$ cat config.mk
export PLATFORM = sky130hd
export DESIGN_NAME = sync_fifo
export DESIGN_NICKNAME = d
export VERILOG_FILES = /design/src/rtl/sync_fifo.sv
export SDC_FILE = /design/constraint.sdc
export NUM_CORES = 1
export LEC_CHECK = 0
export CAP_MARGIN = 20
export CORE_MARGIN = 2
export CORE_UTILIZATION = 57
export DETAILED_ROUTE_END_ITERATION = 12
export DONT_BUFFER_PORTS = 1
export PLACE_DENSITY = 0.78
export SLEW_MARGIN = 20
export SYNTH_ARGS = -nofsm -noshare
export SYNTH_HDL_FRONTEND = slang
export SYNTH_SLANG_ARGS = --single-unit
$ cat constraint.sdc
create_clock -name clk -period 5.71 [get_ports clk]
set_clock_uncertainty 0.1 [all_clocks]
set_input_delay 1.142 -clock clk [delete_from_list [all_inputs] [get_ports clk]]
set_output_delay 1.142 -clock clk [all_outputs]
set_load 0.1 [all_outputs]
$ cat src/rtl/sync_fifo.sv
// Single-clock synchronous FIFO with registered read data, write acknowledge,
// overflow/underflow flags and occupancy status. Define SYNC_FIFO_SVA_EN to embed assertions.
module sync_fifo #(
  parameter int FIFO_WIDTH = 16,
  parameter int FIFO_DEPTH = 8
) (
  input  logic                  clk,
  input  logic                  rst,
  input  logic [FIFO_WIDTH-1:0] data_in,
  input  logic                  wr_en,
  input  logic                  rd_en,
  output logic [FIFO_WIDTH-1:0] data_out,
  output logic                  wr_ack,
  output logic                  overflow,
  output logic                  underflow,
  output logic                  full,
  output logic                  almostfull,
  output logic                  empty,
  output logic                  almostempty
);

  localparam int AW = $clog2(FIFO_DEPTH);
  localparam logic [AW-1:0] PTR_ONE   = AW'(1);
  localparam logic [AW:0]   CNT_ONE   = (AW+1)'(1);
  localparam logic [AW:0]   CNT_FULL  = (AW+1)'(FIFO_DEPTH);
  localparam logic [AW:0]   CNT_AFULL = (AW+1)'(FIFO_DEPTH - 1);

  logic [FIFO_WIDTH-1:0] mem_q [FIFO_DEPTH];
  logic [AW-1:0]         wr_ptr_q, wr_ptr_d;
  logic [AW-1:0]         rd_ptr_q, rd_ptr_d;
  logic [AW:0]           count_q, count_d;
  logic [FIFO_WIDTH-1:0] data_out_q;
  logic                  wr_ack_q, overflow_q, underflow_q;
  logic                  wr_accept, rd_accept;

  // Full blocks writes and empty blocks reads, so a simultaneous request at
  // either boundary degenerates to a single operation.
  assign wr_accept = wr_en && !full;
  assign rd_accept = rd_en && !empty;

  always_comb begin
    wr_ptr_d = wr_ptr_q;
    rd_ptr_d = rd_ptr_q;
    count_d  = count_q;
    if (wr_accept) wr_ptr_d = wr_ptr_q + PTR_ONE;
    if (rd_accept) rd_ptr_d = rd_ptr_q + PTR_ONE;
    case ({wr_accept, rd_accept})
      2'b10:   count_d = count_q + CNT_ONE;
      2'b01:   count_d = count_q - CNT_ONE;
      default: count_d = count_q;
    endcase
  end

  always_ff @(posedge clk) begin
    if (rst) begin
      wr_ptr_q    <= '0;
      rd_ptr_q    <= '0;
      count_q     <= '0;
      data_out_q  <= '0;
      wr_ack_q    <= 1'b0;
      overflow_q  <= 1'b0;
      underflow_q <= 1'b0;
    end else begin
      wr_ptr_q    <= wr_ptr_d;
      rd_ptr_q    <= rd_ptr_d;
      count_q     <= count_d;
      wr_ack_q    <= wr_accept;
      overflow_q  <= wr_en && full;
      underflow_q <= rd_en && empty;
      if (rd_accept) data_out_q <= mem_q[rd_ptr_q];
    end
  end

  // Storage has no reset so it maps onto block RAM; a reset only moves pointers.
  always_ff @(posedge clk) begin
    if (!rst && wr_accept) mem_q[wr_ptr_q] <= data_in;
  end

  assign data_out    = data_out_q;
  assign wr_ack      = wr_ack_q;
  assign overflow    = overflow_q;
  assign underflow   = underflow_q;
  assign full        = (count_q == CNT_FULL);
  assign almostfull  = (count_q == CNT_AFULL);
  assign empty       = (count_q == '0);
  assign almostempty = (count_q == CNT_ONE);

`ifdef SYNC_FIFO_SVA_EN
  property p_reset_values;
    @(posedge clk) rst |=> (count_q == '0 && wr_ptr_q == '0 && rd_ptr_q == '0 &&
                            data_out_q == '0 && !wr_ack_q && !overflow_q && !underflow_q);
  endproperty
  a_reset_values: assert property (p_reset_values);
  c_reset_values: cover property (p_reset_values);

  property p_full_flag;
    @(posedge clk) full == (count_q == CNT_FULL);
  endproperty
  a_full_flag: assert property (p_full_flag);
  c_full_flag: cover property (@(posedge clk) full);

  property p_empty_flag;
    @(posedge clk) empty == (count_q == '0);
  endproperty
  a_empty_flag: assert property (p_empty_flag);
  c_empty_flag: cover property (@(posedge clk) empty);

  property p_almost_flags;
    @(posedge clk) (almostfull == (count_q == CNT_AFULL)) &&
                   (almostempty == (count_q == CNT_ONE));
  endproperty
  a_almost_flags: assert property (p_almost_flags);
  c_almost_flags: cover property (@(posedge clk) almostfull || almostempty);

  property p_wr_ack;
    @(posedge clk) disable iff (rst) (wr_en && !full) |=> wr_ack;
  endproperty
  a_wr_ack: assert property (p_wr_ack);
  c_wr_ack: cover property (p_wr_ack);

  property p_overflow;
    @(posedge clk) disable iff (rst) (wr_en && full) |=> (overflow && !wr_ack);
  endproperty
  a_overflow: assert property (p_overflow);
  c_overflow: cover property (p_overflow);

  property p_underflow;
    @(posedge clk) disable iff (rst) (rd_en && empty) |=> underflow;
  endproperty
  a_underflow: assert property (p_underflow);
  c_underflow: cover property (p_underflow);

  property p_wr_ptr_inc;
    @(posedge clk) disable iff (rst) (wr_en && !full) |=> wr_ptr_q == $past(wr_ptr_q) + PTR_ONE;
  endproperty
  a_wr_ptr_inc: assert property (p_wr_ptr_inc);
  c_wr_ptr_inc: cover property (p_wr_ptr_inc);

  property p_rd_ptr_inc;
    @(posedge clk) disable iff (rst) (rd_en && !empty) |=> rd_ptr_q == $past(rd_ptr_q) + PTR_ONE;
  endproperty
  a_rd_ptr_inc: assert property (p_rd_ptr_inc);
  c_rd_ptr_inc: cover property (p_rd_ptr_inc);

  property p_count_up;
    @(posedge clk) disable iff (rst) (wr_accept && !rd_accept) |=> count_q == $past(count_q) + CNT_ONE;
  endproperty
  a_count_up: assert property (p_count_up);
  c_count_up: cover property (p_count_up);

  property p_count_down;
    @(posedge clk) disable iff (rst) (rd_accept && !wr_accept) |=> count_q == $past(count_q) - CNT_ONE;
  endproperty
  a_count_down: assert property (p_count_down);
  c_count_down: cover property (p_count_down);

  property p_count_hold;
    @(posedge clk) disable iff (rst) (wr_accept == rd_accept) |=> $stable(count_q);
  endproperty
  a_count_hold: assert property (p_count_hold);
  c_count_hold: cover property (p_count_hold);

  property p_count_bound;
    @(posedge clk) count_q <= CNT_FULL;
  endproperty
  a_count_bound: assert property (p_count_bound);
  c_count_bound: cover property (@(posedge clk) count_q == CNT_FULL);
`endif

endmodule

* Word-level counts from Yosys, hierarchy flattened
Memories as Yosys holds them, arrays and structs flattened. A register that Yosys moved wholly into a read port is not among the register bits.
Index checks and enable logic that the tools add are counted.
** Cells by class
- Add/sub/neg operators :: 4
- Eq/ne operators :: 5
- Muxes and demuxes :: 3
- Reductions and logical operators :: 10
** Operators by type and width (count)
- case mux 4 bit (2 select lines) :: 1
- adder 3 x 1 -> 3 bit, second input constant :: 2
- logical AND 1 bit :: 5
- adder 4 x 1 -> 4 bit, second input constant :: 1
- == test 4 x 1 -> 1 bit, second input constant :: 1
- == test 4 x 3 -> 1 bit, second input constant :: 1
- == test 4 bit, second input constant :: 1
- logical NOT 4 bit :: 1
- subtractor 4 x 1 -> 4 bit, second input constant :: 1
- logical NOT 1 bit :: 3
- == test 2 x 1 -> 1 bit, second input constant :: 1
- == test 2 bit, second input constant :: 1
- 2-to-1 mux 1 bit :: 2
- nonzero test 2 bit :: 1
** Word-level totals
- Bits in registers :: 13
- RAM bits :: 128
- Input bits :: 20
- Output and inout port bits :: 23
- Logic and storage cells :: 29
- Memories kept :: 1
** Memory list
- mem_q :: words 8, bits a word 16, read ports 1, clocked after memory_dff 1, wr ports 1, line 28 : logic [FIFO_WIDTH-1:0] mem_q [FIFO_DEPTH];

* Logic depth before layout (Yosys ltp)
Gate-level depths: netlist of run 1.
- Word-level depth :: 6
- Gate-level depth with buffers :: 11
- Gate-level depth less buffers :: 10

* Least setup slack after synthesis of run 1
Ideal clock, no wire load.
- Path kind :: reg-to-output
- Start point :: reg count_q[0]
- End point :: out almostempty
- Arrival :: 2.739 ns
- Data required time :: 4.468 ns
- Path slack :: 1.729 ns
- Cell stages (with the launch flop) :: 3
- Path buffers :: 0
- Cells stage by stage :: dfxtp_1 -> ha_1 -> nor3b_1
** Between the ends
- Longest elaborated chain between the ends :: 1
** RTL lines
- from (decl) :: line 31 : logic [AW:0] count_q, count_d;
- from (signal assigned) :: line 66 : count_q <= count_d;
- == test 4 x 1 -> 1 bit :: line 86 : assign almostempty = (count_q == CNT_ONE);
- to (decl) :: line 19 : output logic almostempty
No other way between the ends.

* Worst setup path in the final report of run 1
- Start point :: reg count_q[1]
- End point :: out full
** Between the ends
- Longest elaborated chain between the ends :: 1
** RTL lines
- == test 4 bit :: line 83 : assign full = (count_q == CNT_FULL);
- to (decl) :: line 16 : output logic full,
No other way between the ends.

==> results of run 1 <==
[stage by stage]
stage	setup WS, ns	std cells	utilization, %	hold slack (ns)
floorplan	1.73	357	-	0.382
global placement	3.01	486	60.2	0.411
detailed placement	2.96	486	60.2	0.441
CTS	2.39	518	65.6	0.450
global route	2.29	518	65.6	0.485
finish	2.39	518	65.6	0.450
[cell families after synthesis]
group / after synthesis
AOI/OAI and AO/OA: 55
xor gates and xnor gates: 7
adders and majority gates: 6
buffers and inverters: 23
DFF: 157
muxes: 65
and+or+nand+nor: 44
[cells in the final DEF, fill, tap and decap left out, types with 2 or more instances in the layout]
cell type and count:
nor2_2 2, clkbuf_16 17, nor3b_1 2, clkinvlp_4 4, a22oi_1 32, mux2i_1 65, nand2b_1 3, ha_1 6
nor3_2 2, dfxtp_1 28, nand3_1 4, edfxtp_1 128, clkbuf_8 2, xor2_1 6, nand2_1 7, inv_8 2
nor2_1 13, a21oi_1 4, a32o_1 16, inv_6 6, inv_1 4, buf_4 10
[layout make-up]
type,instances,area (um2)
flip-flops and latches,157,4430
fillers,660,3550
multi-input cells,177,1500
clock buffers,18,428
well taps,136,170
clock inverters,14,126
repair buffers,11,100
inverters,5,21.3
[flip-flops by register name, summed over array words and instances (netlist names)]
name       cells
count_q        4
data_out      16
mem_q        128
overflow       1
rd_ptr_q       3
underflow      1
wr_ack         1
wr_ptr_q       3
[worst paths after layout]
| path | startpoint | endpoint | slack, ns | cells after the start |
|---|---|---|---|---|
| max | count_q[1] | full | 2.39 | 4 |
| min reg2reg | rd_ptr_q[1] | rd_ptr_q[1] | 0.45 | 2 |
| max reg2reg | count_q[0] | count_q[3] | 3.08 | 10 |
| min | rd_ptr_q[1] | rd_ptr_q[1] | 0.45 | 2 |
[worst max-delay path, stage by stage, from the launching register on]
cell and delay (ns):
dfxtp_1 0.35, inv_1 0.11, ha_1 0.20, nand3b_1 0.21
inv_1 0.68
[per-layer routing]
metal | routed length (um) | global-route usage (%) | share of wire [%]
met3 | 835 | 7.11 | 7.6
met5 | 0 | 0 | 0
met2 | 5480 | 32.7 | 50
met1 | 4530 | 26.8 | 41
met4 | 153 | 7.14 | 1.4
[where the power goes]
part / switching [mW] / internal (mW)
Sequential: 0.354 / 1.31
Combinational: 0.321 / 0.238
Clock: 0.470 / 0.562
==> qor.yml, run 1 <==
critical_path_peak_fanout: 6
track_usage_pct: 20.6
synth_seq_area_share_pct: 73.3
cts_root_buffer: "clkbuf_8"
synthMuxAreaShare_pct: 10.8
outcome: "complete, no violations"
numClockSinks: 157
p_total_mw: 3.26
vdd_drop_max_v: 0.000303
hpwl_um: 6040
synthXorXnorAreaFrac_pct: 1.02
synthFlopType: "edfxtp_1"
p_leak_nw: 2.20
yosys_warnings: 0
max_slew_margin_pct: 29.7
slew_violations: 0
grt_start_max_net_pins: 43
fin_crit_sh_pct: 58.2
synth_compound_area_share_pct: 7.44
start_util_pct: 58.5
die-width_um: 107
fmax_mhz: 301
num-nets-final: 395
drtAntennaViolNets: 0
yosys-top-cells-count: "edfxtp_1 (128), mux2i_1 (65), a22oi_1 (32), dfxtp_1 (29), a32o_1 (16)"
insertion_delay_ns: 0.53
placed_cell_area_um2: 6220
holdBufCountCts: 0
numCtsBuffers: 17
cts.path.max_buffers: 2
pwr_density_cell_nw_per_um2: 481
endpoint_kind: "output port"
netlist_area_um2: 6030
synth-simple-area-share_pct: 4.00
critPathKind: "flip-flop to output port"
rows: 37
first_pass_iters: 4
synthTopCellsByArea: "edfxtp_1 (64%), mux2i_1 (11%), dfxtp_1 (9.6%)"
synth_top_cell_area_share_pct: 63.7
die_h_um: 107
drive_above_1_share_pct: 13.9
post_drt_wl_per_cell_um: 21.2
h-tree-depth: 4
grt_overflow: 0
route.vias.total: 3140
die_area_um2: 11400
grt_setup_unrepaired: "false"
finalSetupTns_ns: 0
viasPerCell: 6.06
boundaryPins: 43
cts_resized: 0
area_growth_pct: 12.3
hp-class: "flip-flop to flip-flop"
worst_pin_slew_ns: 1.05
cp-start-kind: "flip-flop"
ys_ff_latch: 157
finalHoldViolations: 0
num_antenna_cells: 0
synth_edf_count: 128
routed_wirelength_um: 11000
grt_pass1_wl_um: 16800
synth_top_family_by_area: "multiplexers"
core_um2: 10300
io_buffer_count: 0
cp.arrival_ns: 2.08
period_minus_slack_ns: 3.32
drc: 0
final_area_um2: 6770
required_ns: 4.47
grt_pass1_vias: 3067
maxCapViolCount: 0
syn_area_per_cell_um2: 16.9
tritoncts: "built"
cts_setup_buffers: 0
gp_congestion: 0.715
yosys.area.top_type: "edfxtp_1"
yosysMostFrequentCell: "edfxtp_1"
antenna_found_initial: 0
synthAdderAreaFrac_pct: 1.24
synth.distinct_cells: 34
drt_iter0_drc: 257
clk_pin_slew_ns: 0.07
setup_viol: 0
syn-instance-count: 357
synth_fp_nets: 383
synth-async-reset-ratio_pct: 0
Note: power is estimated with default switching activity, not from simulation.
==> run 2: changes to the inputs <==
clock period = 3.2 ns   (was 5.71 ns; I/O delays follow)
==> run 2 against run 1 <==
- cell area up 1.2%
- total power up 85%
- cell count up 1.2%
- first-iteration DRC count up 18%
- routed wire length up 5.8%
- register-to-register slack worse by 2.5 ns
- critical endpoint unchanged
==> qor.yml, run 2 (synthesis results as in run 1) <==
fin_crit_sh_pct: 87.4
start_util_pct: 58.5  # unchanged
drc: 0  # unchanged
finalHoldViolations: 0  # unchanged
outcome: "complete, no violations"  # unchanged
slew_violations: 0  # unchanged
hpwl_um: 6310  # was 6040 um
die-width_um: 107  # unchanged
seq_area_um2: 4430  # unchanged
endpoint_kind: "output port"  # unchanged
finalSetupTns_ns: 0  # unchanged
worst_pin_slew_ns: 1.02  # was 1.05 ns
placed_cell_area_um2: 6250  # was 6220 um2
cts.path.max_buffers: 2  # unchanged
drt_iter0_drc: 302  # was 257
hp-class: "input pin to flip-flop"  # was flip-flop to flip-flop
p_leak_nw: 2.26  # was 2.20 nW
largest_register_ffs: 128  # unchanged
grt_start_max_net_pins: 40  # was 43
num_antenna_cells: 0  # unchanged
first_pass_iters: 5  # was 4
io_buffer_count: 0  # unchanged
setup_viol: 0  # unchanged
cts_root_buffer: "clkbuf_8"  # unchanged
crit_family: "buffers and inverters"  # unchanged
routed_wirelength_um: 11600  # was 11000 um
multi_input_area_um2: 1500  # about the same
num-nets-final: 401  # was 395
dp.cells: 492  # was 486
path_cells: "inv_1 > ha_1 > nand3b_1 > inv_1"  # unchanged
grt_pass1_vias: 3253  # was 3067
final_area_um2: 6860  # was 6770 um2
max_slew_margin_pct: 31.8  # was 29.7%
track_usage_pct: 22.6  # was 20.6%
viasPerCell: 5.96  # was 6.06
required_ns: 2.46  # was 4.47 ns
grt_pass1_wl_um: 18400  # was 16800 um
numCtsBuffers: 17  # unchanged
grt_overflow: 0  # unchanged
post_drt_wl_per_cell_um: 22.2  # was 21.2 um
vdd_drop_max_v: 0.000364  # was 0.000303 V
finalNonFillerCells: 524  # was 518
die_h_um: 107  # unchanged
regMostFlops: "mem_q"  # unchanged
cts_setup_buffers: 0  # unchanged
maxCapViolCount: 0  # unchanged
boundaryPins: 43  # unchanged
layout_commonest_cell: "edfxtp_1"  # unchanged
route.vias.total: 3121  # was 3140
tritoncts: "built"  # unchanged
clk_pin_slew_ns: 0.06  # was 0.07 ns
fmax_mhz: 358
grt_setup_unrepaired: "false"  # unchanged
cp.arrival_ns: 2.06  # was 2.08 ns
path_common_cell: "inv_1"  # unchanged
cts_resized: 0  # unchanged
insertion_delay_ns: 0.53  # about the same
critical_path_peak_fanout: 6  # unchanged
rows: 37  # unchanged
crit_slowest_cell: "inv_1"  # unchanged
core_um2: 10300  # unchanged
critPathKind: "flip-flop to output port"  # unchanged
numClockSinks: 157  # unchanged
cp_num_buf_inv: 2  # unchanged
area_growth_pct: 13.6  # was 12.3%
die_area_um2: 11400  # unchanged
layout_common_cells: "edfxtp_1 (128), mux2i_1 (65), a22oi_1 (32), dfxtp_1 (28), buf_4 (17)"  # was edfxtp_1 (128), mux2i_1 (65), a22oi_1 (32), dfxtp_1 (28), clkbuf_16 (17)
h-tree-depth: 4  # unchanged
drtAntennaViolNets: 0  # unchanged
antenna_found_initial: 0  # unchanged
fill_cells: 672  # was 660
gp_congestion: 0.723  # was 0.715
pwr_density_cell_nw_per_um2: 879  # was 481 nW/um2
max_stage_delay_ns: 0.66  # was 0.68 ns
cp-start-kind: "flip-flop"  # unchanged
period_minus_slack_ns: 2.80
drive_above_1_share_pct: 14.2  # was 13.9%
holdBufCountCts: 0  # unchanged
[run 2: cell types whose count changed in the layout (fill, tap and decap cells not counted), moves of 2 or more]
cell / delta
bufinv_16: +3
buf_4: +7
inv_6: -5
clkbuf_8: +3
inv_8: -2
clkbuf_1: +2
clkinvlp_4: -2
[run 2: path summary, 6_finish.rpt]
| path | from | to | slack, ns | cells past startpoint |
|---|---|---|---|---|
| setup / recovery | count_q[0] | full | 0.40 | 4 |
| hold / removal | rst | rd_ptr_q[0] | 0.08 | 1 |
| setup reg to reg | count_q[0] | count_q[3] | 0.58 | 10 |
| hold reg to reg | rd_ptr_q[1] | rd_ptr_q[1] | 0.43 | 2 |
[run 2: cell type report]
type                       count  share of cell area, %
timing repair buffer          17                   1.86
tap                          136                   2.48
sequential                   157                   64.6
clock inverter                 9                   1.93
multi-input combinational    177                   21.9
clock buffer                  23                   6.95
inverter                       5                  0.310
[run 2: metal layers]
metal / track usage [%] / wire length (um) / share of wire [%]
met2: 36.9 / 6000 / 52
met5: 0 / 0 / 0
met3: 8.15 / 901 / 7.7
met4: 7.98 / 146 / 1.3
met1: 28.2 / 4580 / 39
[run 2: power by group]
group	internal [mW]	leakage [nW]	total, mW	switching, mW
clock	1.27	0.295	2.03	0.756
combinational	0.433	0.567	0.979	0.545
sequential	2.34	1.39	3.02	0.678
total	4.05	2.26	6.03	1.98
[run 2: metrics by stage]
| stage | util [%] | hold WS (ns) | total power, mW | worst slack, ns |
|---|---|---|---|---|
| global placement | 60.5 | 0.404 | 3.98 | 0.716 |
| CTS | 66.4 | 0.0574 | 6.06 | 0.383 |
| detailed placement | 60.5 | 0.422 | 4.03 | 0.626 |
| floorplan | - | 0.382 | 3.84 | 0.431 |
| finish | 66.4 | 0.0757 | 6.03 | 0.404 |
| global route | 66.4 | 0.0475 | 6.25 | 0.288 |
==> run 3: changes to the inputs <==
CELL_PAD_IN_SITES_DETAIL_PLACEMENT = 1   (was not set)
CELL_PAD_IN_SITES_GLOBAL_PLACEMENT = 2   (was not set)
CORE_UTILIZATION = 47   (was 57)
PLACE_DENSITY = 0.84   (was 0.78)
RECOVER_POWER = 100   (was not set)
==> run 3 against run 2 <==
- register-to-register slack got worse by 0.23 ns
- critical path type is now flip-flop to flip-flop
- sequential share of layout area decreased by 0.77 points
- combinational power about the same
- sequential power is essentially flat
- critical endpoint is now data_out[7]
- non-clock buffer count grew 6
- clock power increased by 8%
- via count grew 2.2%
==> qor.yml, run 3 (synthesis results as in run 1) <==
drt_iter0_drc: 243  # was 302
crit_slowest_cell: "clkbuf_1"  # was inv_1
hpwl_um: 8290  # was 6310 um
antenna_found_initial: 0  # unchanged
h-tree-depth: 4  # unchanged
pre_cts_ws_ns: 0.565  # was 0.626 ns
critical_path_peak_fanout: 16  # was 6
crit_family: "buffers and inverters"  # unchanged
worst_pin_slew_ns: 1.17  # was 1.02 ns
max_stage_delay_ns: 0.87  # was 0.66 ns
cp-start-kind: "flip-flop"  # unchanged
fill_cells: 1167  # was 672
outcome: "complete, no violations"  # unchanged
grt_pass1_vias: 3493  # was 3253
grt_setup_unrepaired: "false"  # unchanged
cts_root_buffer: "clkbuf_16"  # was clkbuf_8
route.vias.total: 3189  # was 3121
grt_pass1_wl_um: 21500  # was 18400 um
drive_above_1_share_pct: 12.2  # was 14.2%
pwr_density_cell_nw_per_um2: 898  # was 879 nW/um2
boundaryPins: 43  # unchanged
drc: 0  # unchanged
die-width_um: 117  # was 107 um
path_cells: "inv_1 > ha_1 > or3b_1 > inv_4 > nor3b_4 > clkbuf_1 > a32o_1"  # was inv_1 > ha_1 > nand3b_1 > inv_1
reg2reg_from: "count_q[0]"  # unchanged
endpoint_kind: "flip-flop"  # was output port
die_h_um: 117  # was 107 um
critPathKind: "flip-flop to flip-flop"  # was flip-flop to output port
core_um2: 12600  # was 10300 um2
required_ns: 3.45  # was 2.46 ns
first_pass_iters: 4  # was 5
cts_resized: 0  # unchanged
io_buffer_count: 0  # unchanged
cts.path.max_buffers: 2  # unchanged
layout_commonest_cell: "edfxtp_1"  # unchanged
p_leak_nw: 2.25  # was 2.26 nW
cp.arrival_ns: 3.10  # was 2.06 ns
viasPerCell: 5.63  # was 5.96
r2r-end: "data_out[7]"  # was count_q[3]
rows: 41  # was 37
fmax_mhz: 350  # was 358 MHz
finalHoldViolations: 0  # unchanged
p_total_mw: 6.23  # was 6.03 mW
finalSetupTns_ns: 0  # unchanged
startpoint: "count_q[0]"  # unchanged
post_drt_wl_per_cell_um: 24.5  # was 22.2 um
seq_area_um2: 4430  # unchanged
period_minus_slack_ns: 2.85  # was 2.80 ns
track_usage_pct: 21.3  # was 22.6%
slew_violations: 0  # unchanged
grt_start_max_net_pins: 37  # was 40
layout_common_cells: "edfxtp_1 (128), mux2i_1 (65), a22oi_1 (32), dfxtp_1 (28), clkbuf_16 (17)"  # was edfxtp_1 (128), mux2i_1 (65), a22oi_1 (32), dfxtp_1 (28), buf_4 (17)
dp.cells: 534  # was 492
finalNonFillerCells: 566  # was 524
cp.depth: 7  # was 4
holdBufCountCts: 0  # unchanged
area_growth_pct: 15.0  # was 13.6%
cp_num_buf_inv: 3  # was 2
fin_crit_sh_pct: 89.2  # was 87.4%
numCtsBuffers: 17  # unchanged
num_antenna_cells: 0  # unchanged
placed_cell_area_um2: 6350  # was 6250 um2
clk_pin_slew_ns: 0.06  # about the same
numClockSinks: 157  # unchanged
grt_overflow: 0  # unchanged
layout_setup_ws_ns: 0.346  # was 0.404 ns
hp-class: "input pin to flip-flop"  # unchanged
setup_viol: 0  # unchanged
final_area_um2: 6940  # was 6860 um2
gp_congestion: 0.708  # was 0.723
routed_wirelength_um: 13900  # was 11600 um
die_area_um2: 13800  # was 11400 um2
reg2reg_slack_ns: 0.35  # was 0.58 ns
multi_input_area_um2: 1500  # unchanged
num-nets-final: 407  # was 401
start_util_pct: 48.0  # was 58.5%
tritoncts: "built"  # unchanged
max_slew_margin_pct: 22.3  # was 31.8%
maxCapViolCount: 0  # unchanged
largest_register_ffs: 128  # unchanged
insertion_delay_ns: 0.42  # was 0.53 ns
drtAntennaViolNets: 0  # unchanged
regMostFlops: "mem_q"  # unchanged
endpoint: "data_out[7]"  # was full
cts_setup_buffers: 0  # unchanged
vdd_drop_max_v: 0.000438  # was 0.000364 V
worstRegToRegCells: 7  # was 10
## run 3: worst min-delay path by stage
stage	startpoint	to	slack, ns	depth (start not counted)
3_5_place_dp	rd_ptr_q[1]	rd_ptr_q[1]	0.42	2
3_3_place_gp	rd_ptr_q[1]	rd_ptr_q[1]	0.40	2
4_1_cts	rst	rd_ptr_q[1]	0.16	1
5_1_grt	rst	count_q[0]	0.15	1
6_report	rst	count_q[0]	0.18	1
2_1_floorplan	rd_ptr_q[1]	rd_ptr_q[1]	0.38	2
## run 3: power by group
group          leakage, nW  switching (mW)  internal (mW)
Sequential            1.39           0.681           2.34
Combinational        0.545           0.577          0.433
Clock                0.309           0.781           1.42
Total                 2.25            2.04           4.19
## run 3: worst register-to-register path, delay by kind of cell, from the launching register on
family	cells	cell delay [ns]
flops	1	0.44
buf+inv	3	1.14
fa+ha+maj	1	0.23
compound gates	1	0.32
simple gates	2	0.55
## run 3: final cells by class
cell class	instances	area share (%)
Clock buffer	20	6.58
Inverter	5	0.306
Tap cell	172	3.10
Clock inverter	12	2.76
Sequential cell	157	63.8
Timing Repair Buffer	23	1.82
Multi-Input combinational cell	177	21.6
## run 3: layer usage
layer	share of wire, %	GRT usage [%]
met2	53	35.7
met1	42	25.9
met4	0.44	7.23
met5	0	0
met3	4.3	7.30
## run 3: metrics by stage
step	hold slack (ns)	utilization [%]
2_1_floorplan	0.382	-
3_3_place_gp	0.405	50.5
3_5_place_dp	0.420	50.5
4_1_cts	0.162	55.7
5_1_grt	0.154	55.2
6_report	0.185	55.2
